## src/rtl/alu_pkg.sv

```systemverilog
// Shared definitions for the EX-stage ALU issue path: function codes,
// operand-source encodings and the resolved issue entry.
package alu_pkg;

    localparam int XLEN_DEF   = 32;
    localparam int REG_AW_DEF = 5;

    typedef enum logic [3:0] {
        ALU_SLL  = 4'd0,
        ALU_SRL  = 4'd1,
        ALU_SRA  = 4'd2,
        ALU_ADD  = 4'd3,
        ALU_SUB  = 4'd4,
        ALU_XOR  = 4'd5,
        ALU_OR   = 4'd6,
        ALU_AND  = 4'd7,
        ALU_SLT  = 4'd8,
        ALU_SLTU = 4'd9,
        ALU_LUI  = 4'd10
    } alu_func_e;

    localparam logic [3:0] FUNC_MAX = 4'd10;

    typedef enum logic [1:0] {
        OP1_RS1  = 2'd0,
        OP1_PC   = 2'd1,
        OP1_ZERO = 2'd2,
        OP1_RSVD = 2'd3
    } op1_src_e;

    typedef enum logic [1:0] {
        OP2_RS2  = 2'd0,
        OP2_IMM  = 2'd1,
        OP2_FOUR = 2'd2,
        OP2_RSVD = 2'd3
    } op2_src_e;

    typedef struct packed {
        logic [XLEN_DEF-1:0]   op1;
        logic [XLEN_DEF-1:0]   op2;
        alu_func_e             func;
        logic [REG_AW_DEF-1:0] rd;
        logic                  reg_write;
    } issue_entry_t;

endpackage

```

## src/rtl/alu_issue_stage_if.sv

```systemverilog
// ID -> issue -> EX bundle. master: the surrounding pipeline (ID, forwarding
// sources, EX consumer); slave: the issue stage itself.
interface alu_issue_stage_if #(
    parameter int XLEN   = 32,
    parameter int REG_AW = 5
);
    logic              id_valid;
    logic              id_ready;
    logic [REG_AW-1:0] id_rs1;
    logic [REG_AW-1:0] id_rs2;
    logic [XLEN-1:0]   id_rs1_data;
    logic [XLEN-1:0]   id_rs2_data;
    logic [XLEN-1:0]   id_imm;
    logic [XLEN-1:0]   id_pc;
    logic [1:0]        id_op1_src;
    logic [1:0]        id_op2_src;
    logic [3:0]        id_alu_func;
    logic [REG_AW-1:0] id_rd;
    logic              id_reg_write;
    logic              fwd_ex_valid;
    logic [REG_AW-1:0] fwd_ex_rd;
    logic [XLEN-1:0]   fwd_ex_data;
    logic              fwd_mem_valid;
    logic [REG_AW-1:0] fwd_mem_rd;
    logic [XLEN-1:0]   fwd_mem_data;
    logic              flush;
    logic [XLEN-1:0]   op1;
    logic [XLEN-1:0]   op2;
    logic [3:0]        ALU_func;
    logic              ex_valid;
    logic              ex_ready;
    logic [REG_AW-1:0] ex_rd;
    logic              ex_reg_write;
    logic              illegal_func;

    modport master (
        output id_valid, id_rs1, id_rs2, id_rs1_data, id_rs2_data, id_imm, id_pc,
               id_op1_src, id_op2_src, id_alu_func, id_rd, id_reg_write,
               fwd_ex_valid, fwd_ex_rd, fwd_ex_data,
               fwd_mem_valid, fwd_mem_rd, fwd_mem_data, flush, ex_ready,
        input  id_ready, op1, op2, ALU_func, ex_valid, ex_rd, ex_reg_write, illegal_func
    );

    modport slave (
        input  id_valid, id_rs1, id_rs2, id_rs1_data, id_rs2_data, id_imm, id_pc,
               id_op1_src, id_op2_src, id_alu_func, id_rd, id_reg_write,
               fwd_ex_valid, fwd_ex_rd, fwd_ex_data,
               fwd_mem_valid, fwd_mem_rd, fwd_mem_data, flush, ex_ready,
        output id_ready, op1, op2, ALU_func, ex_valid, ex_rd, ex_reg_write, illegal_func
    );
endinterface

```

## src/rtl/alu_operand_resolve.sv

```systemverilog
// Combinational operand selection with EX/MEM forwarding. Produces the fully
// resolved entry that the issue buffer stores, plus the illegal-func flag.
module alu_operand_resolve
    import alu_pkg::*;
#(
    parameter int XLEN   = 32,
    parameter int REG_AW = 5
) (
    input  logic [REG_AW-1:0] rs1,
    input  logic [REG_AW-1:0] rs2,
    input  logic [XLEN-1:0]   rs1_data,
    input  logic [XLEN-1:0]   rs2_data,
    input  logic [XLEN-1:0]   imm,
    input  logic [XLEN-1:0]   pc,
    input  logic [1:0]        op1_src,
    input  logic [1:0]        op2_src,
    input  logic [3:0]        alu_func,
    input  logic [REG_AW-1:0] rd,
    input  logic              reg_write,
    input  logic              fwd_ex_valid,
    input  logic [REG_AW-1:0] fwd_ex_rd,
    input  logic [XLEN-1:0]   fwd_ex_data,
    input  logic              fwd_mem_valid,
    input  logic [REG_AW-1:0] fwd_mem_rd,
    input  logic [XLEN-1:0]   fwd_mem_data,
    output issue_entry_t      entry,
    output logic              illegal
);

    // x0 is hardwired zero; otherwise the youngest producer (EX) wins over MEM.
    function automatic logic [XLEN-1:0] fwd_value(input logic [REG_AW-1:0] idx,
                                                  input logic [XLEN-1:0]   rf_data);
        if (idx == '0)
            return '0;
        else if (fwd_ex_valid && (fwd_ex_rd == idx))
            return fwd_ex_data;
        else if (fwd_mem_valid && (fwd_mem_rd == idx))
            return fwd_mem_data;
        else
            return rf_data;
    endfunction

    // Source muxing, then an illegal func collapses to a harmless no-write ADD 0,0.
    always_comb begin
        entry           = '0;
        illegal         = (alu_func > FUNC_MAX);
        entry.rd        = rd;
        entry.reg_write = reg_write;
        entry.func      = alu_func_e'(alu_func);

        case (op1_src_e'(op1_src))
            OP1_RS1: entry.op1 = fwd_value(rs1, rs1_data);
            OP1_PC:  entry.op1 = pc;
            default: entry.op1 = '0;
        endcase

        case (op2_src_e'(op2_src))
            OP2_RS2:  entry.op2 = fwd_value(rs2, rs2_data);
            OP2_IMM:  entry.op2 = imm;
            OP2_FOUR: entry.op2 = XLEN'(4);
            default:  entry.op2 = '0;
        endcase

        if (illegal) begin
            entry.op1       = '0;
            entry.op2       = '0;
            entry.func      = ALU_ADD;
            entry.reg_write = 1'b0;
        end
    end

endmodule

```

## src/rtl/alu_issue_stage.sv

```systemverilog
// EX-stage ALU issue: accepts from ID, resolves operands at accept time and
// holds them in a head + skid pair so id_ready never depends on ex_ready.
module alu_issue_stage
    import alu_pkg::*;
#(
    parameter int XLEN   = 32,
    parameter int REG_AW = 5
) (
    input  logic               CPU_CLK,
    input  logic               CPU_RST,
    alu_issue_stage_if.slave   bus
);

    issue_entry_t resolved;
    logic         resolved_illegal;

    issue_entry_t head_q, head_d, skid_q, skid_d;
    logic         head_valid_q, head_valid_d;
    logic         skid_valid_q, skid_valid_d;
    logic         illegal_q, illegal_d;
    logic         accept, pop;

    alu_operand_resolve #(.XLEN(XLEN), .REG_AW(REG_AW)) u_resolve (
        .rs1           (bus.id_rs1),
        .rs2           (bus.id_rs2),
        .rs1_data      (bus.id_rs1_data),
        .rs2_data      (bus.id_rs2_data),
        .imm           (bus.id_imm),
        .pc            (bus.id_pc),
        .op1_src       (bus.id_op1_src),
        .op2_src       (bus.id_op2_src),
        .alu_func      (bus.id_alu_func),
        .rd            (bus.id_rd),
        .reg_write     (bus.id_reg_write),
        .fwd_ex_valid  (bus.fwd_ex_valid),
        .fwd_ex_rd     (bus.fwd_ex_rd),
        .fwd_ex_data   (bus.fwd_ex_data),
        .fwd_mem_valid (bus.fwd_mem_valid),
        .fwd_mem_rd    (bus.fwd_mem_rd),
        .fwd_mem_data  (bus.fwd_mem_data),
        .entry         (resolved),
        .illegal       (resolved_illegal)
    );

    // id_ready comes straight from a flop: space exists whenever the skid is empty.
    assign bus.id_ready = !skid_valid_q;
    assign accept       = bus.id_valid && !skid_valid_q;
    assign pop          = head_valid_q && bus.ex_ready;

    // Buffer next-state: flush wins, then skid->head refill, then new accepts.
    always_comb begin
        head_d       = head_q;
        skid_d       = skid_q;
        head_valid_d = head_valid_q;
        skid_valid_d = skid_valid_q;
        illegal_d    = 1'b0;

        if (bus.flush) begin
            head_valid_d = 1'b0;
            skid_valid_d = 1'b0;
        end else begin
            illegal_d = accept && resolved_illegal;
            if (!head_valid_q || pop) begin
                if (skid_valid_q) begin
                    head_d       = skid_q;
                    head_valid_d = 1'b1;
                    skid_valid_d = 1'b0;
                end else if (accept) begin
                    head_d       = resolved;
                    head_valid_d = 1'b1;
                end else begin
                    head_valid_d = 1'b0;
                end
            end else if (accept) begin
                skid_d       = resolved;
                skid_valid_d = 1'b1;
            end
        end
    end

    // State registers; reset clears valids and zeroes the visible outputs.
    always_ff @(posedge CPU_CLK or negedge CPU_RST) begin
        if (!CPU_RST) begin
            head_q       <= '0;
            skid_q       <= '0;
            head_valid_q <= 1'b0;
            skid_valid_q <= 1'b0;
            illegal_q    <= 1'b0;
        end else begin
            head_q       <= head_d;
            skid_q       <= skid_d;
            head_valid_q <= head_valid_d;
            skid_valid_q <= skid_valid_d;
            illegal_q    <= illegal_d;
        end
    end

    assign bus.ex_valid     = head_valid_q;
    assign bus.op1          = head_q.op1;
    assign bus.op2          = head_q.op2;
    assign bus.ALU_func     = head_q.func;
    assign bus.ex_rd        = head_q.rd;
    assign bus.ex_reg_write = head_q.reg_write;
    assign bus.illegal_func = illegal_q;

endmodule

```

## src/flat_wrapper.sv

```systemverilog
// flat-port wrapper written by rule: the top's interface ports become plain ports
module alu_issue_stage_flat import alu_pkg::*;
#(
    parameter int XLEN   = 32,
    parameter int REG_AW = 5
)
  (CPU_CLK, CPU_RST, bus_id_valid, bus_id_rs1, bus_id_rs2, bus_id_rs1_data, bus_id_rs2_data, bus_id_imm, bus_id_pc, bus_id_op1_src, bus_id_op2_src, bus_id_alu_func, bus_id_rd, bus_id_reg_write, bus_fwd_ex_valid, bus_fwd_ex_rd, bus_fwd_ex_data, bus_fwd_mem_valid, bus_fwd_mem_rd, bus_fwd_mem_data, bus_flush, bus_ex_ready, bus_id_ready, bus_op1, bus_op2, bus_ALU_func, bus_ex_valid, bus_ex_rd, bus_ex_reg_write, bus_illegal_func);
  alu_issue_stage_if #(.XLEN(XLEN), .REG_AW(REG_AW)) bus_i ();
  input  logic CPU_CLK;
  input  logic CPU_RST;
  input wire logic [$bits(bus_i.id_valid)-1:0] bus_id_valid;
  input wire logic [$bits(bus_i.id_rs1)-1:0] bus_id_rs1;
  input wire logic [$bits(bus_i.id_rs2)-1:0] bus_id_rs2;
  input wire logic [$bits(bus_i.id_rs1_data)-1:0] bus_id_rs1_data;
  input wire logic [$bits(bus_i.id_rs2_data)-1:0] bus_id_rs2_data;
  input wire logic [$bits(bus_i.id_imm)-1:0] bus_id_imm;
  input wire logic [$bits(bus_i.id_pc)-1:0] bus_id_pc;
  input wire logic [$bits(bus_i.id_op1_src)-1:0] bus_id_op1_src;
  input wire logic [$bits(bus_i.id_op2_src)-1:0] bus_id_op2_src;
  input wire logic [$bits(bus_i.id_alu_func)-1:0] bus_id_alu_func;
  input wire logic [$bits(bus_i.id_rd)-1:0] bus_id_rd;
  input wire logic [$bits(bus_i.id_reg_write)-1:0] bus_id_reg_write;
  input wire logic [$bits(bus_i.fwd_ex_valid)-1:0] bus_fwd_ex_valid;
  input wire logic [$bits(bus_i.fwd_ex_rd)-1:0] bus_fwd_ex_rd;
  input wire logic [$bits(bus_i.fwd_ex_data)-1:0] bus_fwd_ex_data;
  input wire logic [$bits(bus_i.fwd_mem_valid)-1:0] bus_fwd_mem_valid;
  input wire logic [$bits(bus_i.fwd_mem_rd)-1:0] bus_fwd_mem_rd;
  input wire logic [$bits(bus_i.fwd_mem_data)-1:0] bus_fwd_mem_data;
  input wire logic [$bits(bus_i.flush)-1:0] bus_flush;
  input wire logic [$bits(bus_i.ex_ready)-1:0] bus_ex_ready;
  output wire logic [$bits(bus_i.id_ready)-1:0] bus_id_ready;
  output wire logic [$bits(bus_i.op1)-1:0] bus_op1;
  output wire logic [$bits(bus_i.op2)-1:0] bus_op2;
  output wire logic [$bits(bus_i.ALU_func)-1:0] bus_ALU_func;
  output wire logic [$bits(bus_i.ex_valid)-1:0] bus_ex_valid;
  output wire logic [$bits(bus_i.ex_rd)-1:0] bus_ex_rd;
  output wire logic [$bits(bus_i.ex_reg_write)-1:0] bus_ex_reg_write;
  output wire logic [$bits(bus_i.illegal_func)-1:0] bus_illegal_func;
  assign bus_i.id_valid = bus_id_valid;
  assign bus_i.id_rs1 = bus_id_rs1;
  assign bus_i.id_rs2 = bus_id_rs2;
  assign bus_i.id_rs1_data = bus_id_rs1_data;
  assign bus_i.id_rs2_data = bus_id_rs2_data;
  assign bus_i.id_imm = bus_id_imm;
  assign bus_i.id_pc = bus_id_pc;
  assign bus_i.id_op1_src = bus_id_op1_src;
  assign bus_i.id_op2_src = bus_id_op2_src;
  assign bus_i.id_alu_func = bus_id_alu_func;
  assign bus_i.id_rd = bus_id_rd;
  assign bus_i.id_reg_write = bus_id_reg_write;
  assign bus_i.fwd_ex_valid = bus_fwd_ex_valid;
  assign bus_i.fwd_ex_rd = bus_fwd_ex_rd;
  assign bus_i.fwd_ex_data = bus_fwd_ex_data;
  assign bus_i.fwd_mem_valid = bus_fwd_mem_valid;
  assign bus_i.fwd_mem_rd = bus_fwd_mem_rd;
  assign bus_i.fwd_mem_data = bus_fwd_mem_data;
  assign bus_i.flush = bus_flush;
  assign bus_i.ex_ready = bus_ex_ready;
  assign bus_id_ready = bus_i.id_ready;
  assign bus_op1 = bus_i.op1;
  assign bus_op2 = bus_i.op2;
  assign bus_ALU_func = bus_i.ALU_func;
  assign bus_ex_valid = bus_i.ex_valid;
  assign bus_ex_rd = bus_i.ex_rd;
  assign bus_ex_reg_write = bus_i.ex_reg_write;
  assign bus_illegal_func = bus_i.illegal_func;
  alu_issue_stage #(.XLEN(XLEN), .REG_AW(REG_AW)) u_core (.CPU_CLK(CPU_CLK), .CPU_RST(CPU_RST), .bus(bus_i));
endmodule
```

## config.mk

```make
export PLATFORM = sky130hd
export DESIGN_NAME = alu_issue_stage_flat
export DESIGN_NICKNAME = d
export VERILOG_FILES = /design/src/rtl/alu_pkg.sv /design/src/rtl/alu_issue_stage_if.sv /design/src/rtl/alu_operand_resolve.sv /design/src/rtl/alu_issue_stage.sv /design/src/flat_wrapper.sv
export SDC_FILE = /design/constraint.sdc
export NUM_CORES = 1
export LEC_CHECK = 0
export CAP_MARGIN = 0
export CORE_MARGIN = 4
export CORE_UTILIZATION = 30
export CTS_BUF_LIST = sky130_fd_sc_hd__clkbuf_4
export CTS_CLUSTER_DIAMETER = 200
export CTS_CLUSTER_SIZE = 40
export DETAILED_ROUTE_END_ITERATION = 7
export HOLD_SLACK_MARGIN = 0.02
export PLACE_DENSITY = 0.67
export SLEW_MARGIN = 10
export SYNTH_ARGS = -nofsm -noshare
export SYNTH_HDL_FRONTEND = slang
export SYNTH_SLANG_ARGS = --single-unit
```

## constraint.sdc

```tcl
create_clock -name CPU_CLK -period 3.3 [get_ports CPU_CLK]
set_input_delay 0.66 -clock CPU_CLK [delete_from_list [all_inputs] [get_ports CPU_CLK]]
set_output_delay 0.66 -clock CPU_CLK [all_outputs]
set_load 0.02 [all_outputs]
```

==> key figures <==
Status
  – Outcome: completed

Worst setup path
  – Worst EP arrival: 2.96 ns
  – Startpoint Class: input pin
  – Required time worst endpoint: 3.76 ns
  – Crit-path max FO: 24
  – Worst setup path class: input pin to flop
  – CP Capture Type: flop

Route
  – Drt first-iter violations: 951
  – Drt wl/cell: 21.3 um
  – Vias: 9643
  – DR pass1 iterations: 6
  – Residual DRC count: 0
  – Post-route ant nets: 0
  – Detailed Route WL: 37.5 mm
  – Via/cell ratio: 5.46

Clock network
  – # Post-CTS Setup Buffers: 0
  – # hold bufs at CTS: 0
  – Root Buffer: clkbuf_4
  – Quantity of gates resized following cts: 0
  – Clock transition at path regs: 0.16 ns
  – Worst skew pair latency: 0.56 ns
  – Total CTS buffers: 17
  – Clk sink count: 151
  – CTS tree: built
  – Htree depth: 4
  – Worst-case clock buffer depth: 2

Global route
  – Initial antenna violation count: 8
  – Global-route wire length before repair: 56.7 mm
  – Vias in the first global route: 9399
  – Gr usage total: 0.232
  – Global route total overflow: 0
  – Largest net degree at the start of global routing: 93

STA
  – Normalized max-slew margin: 0.469
  – Max Clk Rate: 0.401 GHz
  – Max-slew violations: 0
  – Final Setup Violations: 0
  – RSZ-0062 raised after global routing: false
  – Final min period: 2.49 ns
  – Final hold violation count: 0
  – Worst-Margin Slew: 0.796 ns
  – Post-Route Setup TNS: 0 ns
  – Worst Clk Skew: 0.0290 ns
  – Final period utilization: 0.756

Die
  – IO Pins: 310
  – Die height: 178 um
  – Core box area: 28200 um^2
  – Die ar.: 31700 um^2
  – Die X: 178 um
  – Initial Utilization: 0.308
  – Cell row count: 61

Power
  – Total power: 0.00530 W
  – Max VDD drop: 229 uV
  – P per Cell Area: 425 nW/um^2
  – Leak: 4.52 nW

Yosys
  – Asr flop ratio synth: 1.00
  – Mapped Nets: 1336
  – Synth warn: 0
  – Avg Cell Area, Syn: 7.86 um^2
  – Yosys reg bits: 151
  – Synth cell types: 44
  – Synth Flop Type: dfrtp_1
  – Cell count after synthesis: 1103
  – Seq/Total Area, Yosys: 0.436
  – Synth Cell Area: 8670 um^2
  – Post-synth EDFFs: 0

Cells and area
  – Fillers: 2757
  – Final #Nets: 1600
  – Area growth from synthesis to layout: 43.8%
  – Fraction of layout instances using a drive strength above 1: 0.0659

Placement
  – Hpwl dp: 28.0 mm
  – IO Port Bufs: 309
  – GPL Wtd Cong: 0.972

Job
  – Number of max-cap violations: 0

Min path
  – Hold Crit Class: input pin to async pin
==> report_power, final <==
part	leakage (nW)	total, W	switching, W	internal, W
registers	1.82	0.00243	0.000206	0.00222
clock network	0.138	0.00119	0.000798	0.000392
logic	2.55	0.00169	0.000874	0.000811
total	4.52	0.00530	0.00188	0.00342
==> cells by family (layout without fill, tap and decap cells) <==
group,count (synthesis),count (layout),synth area share
buf+inv,99,376,0.0459
other cells,0,7,0
xor+xnor,20,20,0.0211
mux,5,5,0.00577
simple gates,466,466,0.231
flops,151,151,0.436
compound gates,362,362,0.261
==> synthesized netlist by cell type, types with 2 or more instances <==
master    count  area, um^2
a211oi_1      9        67.6
a21o_1        2        15.0
a21oi_1      15        75.1
a311o_1      24         240
a311oi_1      2        17.5
a311oi_2      6        90.1
a31o_2        6        52.6
a31oi_1     110         688
and3_1        2        12.5
and4_1        2        17.5
buf_1         8        30.0
buf_2         9        45.0
buf_6         2        22.5
clkbuf_1     78         293
dfrtp_1     151        3780
inv_1         2        7.51
mux2i_1       5        50.1
nand2_1     246         923
nand2b_1      4        25.0
nand3_1      28         140
nand4_1      10        62.6
nor2_1       95         357
nor2b_1       2        12.5
nor3_1       35         175
o211ai_1     25         188
o21ai_0     147         736
o21ai_1      12        60.1
or2_2         2        12.5
or3_1        32         200
xnor2_1      18         158
==> sequential cells by signal, indices dropped and copies added (netlist names) <==
name	cells
u_core.bus.illegal_func	1
u_core.bus.op1	32
u_core.skid_valid_q	1
u_core.skid_q	74
u_core.bus.ALU_func	4
u_core.bus.op2	32
u_core.bus.ex_rd	5
u_core.bus.ex_valid	1
u_core.bus.ex_reg_write	1
==> worst max-delay path, cell delays in order <==
cell and delay (ns):
clkdlybuf4s50_1 0.50, xnor2_2 0.39, nand2_1 0.28, nor2_2 0.14, buf_4 0.31, nand2_1 0.12, a311o_1 0.38, a31oi_1 0.16
==> stage by stage <==
step           hold WS, ns  setup WS (ns)  std cells  instance area, um^2  utilization
2_1_floorplan        0.364           1.02       1103                 8670            -
3_3_place_gp         0.457          0.360       1726                12200        0.433
3_5_place_dp         0.463          0.282       1726                12200        0.433
4_1_cts             0.0768          0.755       1758                12500        0.442
5_1_grt             0.0932          0.664       1765                12500        0.443
6_report            0.0950          0.805       1765                12500        0.443
==> metal layers <==
layer | part of all wire | track usage | wire (um) | vias to the layer above
met5 | 0.00035 | 0 | 13 | -
met3 | 0.078 | 0.0468 | 2930 | 57
li1 | - | - | - | 4496
met1 | 0.43 | 0.330 | 16300 | 4637
met2 | 0.47 | 0.360 | 17500 | 451
met4 | 0.021 | 0.0680 | 799 | 2
==> placed cells by master (no fill, tap or decap), drive strengths merged, types with 3 or more instances in the layout <==
master | netlist | routed
a211oi | 9 | 9
a21oi | 15 | 15
a311o | 24 | 24
a311oi | 8 | 8
a31o | 6 | 6
a31oi | 110 | 110
buf | 19 | 34
clkbuf | 78 | 17
clkdlybuf4s50 | 0 | 308
clkinv | 0 | 3
clkinvlp | 0 | 3
dfrtp | 151 | 151
diode | 0 | 7
inv | 2 | 10
mux2i | 5 | 5
nand2 | 246 | 246
nand2b | 4 | 4
nand3 | 29 | 29
nand4 | 10 | 10
nor2 | 96 | 96
nor3 | 35 | 35
o211ai | 25 | 25
o21ai | 159 | 159
or3 | 32 | 32
xnor2 | 19 | 19
==> cell type report <==
type | count | area (um^2) | share of cell area
multi-input cells | 853 | 4530 | 0.363
flip-flops and latches | 151 | 3780 | 0.303
repair buffers | 342 | 3400 | 0.273
well taps | 378 | 473 | 0.0379
clock inverters | 15 | 141 | 0.0113
clock buffers | 17 | 128 | 0.0102
diodes | 7 | 17.5 | 0.00140
inverters | 2 | 7.51 | 0.000602
==> path summary, 6_finish.rpt <==
path	start	to	slack, ns	cells past startpoint
max	bus_id_rs1[4]	u_core.skid_q[56]$_DFFE_PN0P_	0.81	8
min	CPU_RST	u_core.skid_q[44]$_DFFE_PN0P_	0.1	1
max reg2reg	u_core.bus.ex_valid$_DFFE_PN0N_	u_core.bus.op2[8]$_DFFE_PN0P_	1.15	7
min reg2reg	u_core.skid_q[8]$_DFFE_PN0P_	u_core.skid_q[8]$_DFFE_PN0P_	0.50	2
max in group asynchronous	CPU_RST	u_core.skid_q[16]$_DFFE_PN0P_	2.23	2
min in group CPU_CLK	u_core.skid_q[8]$_DFFE_PN0P_	u_core.skid_q[8]$_DFFE_PN0P_	0.50	2
(Power assumes the default switching activity.)
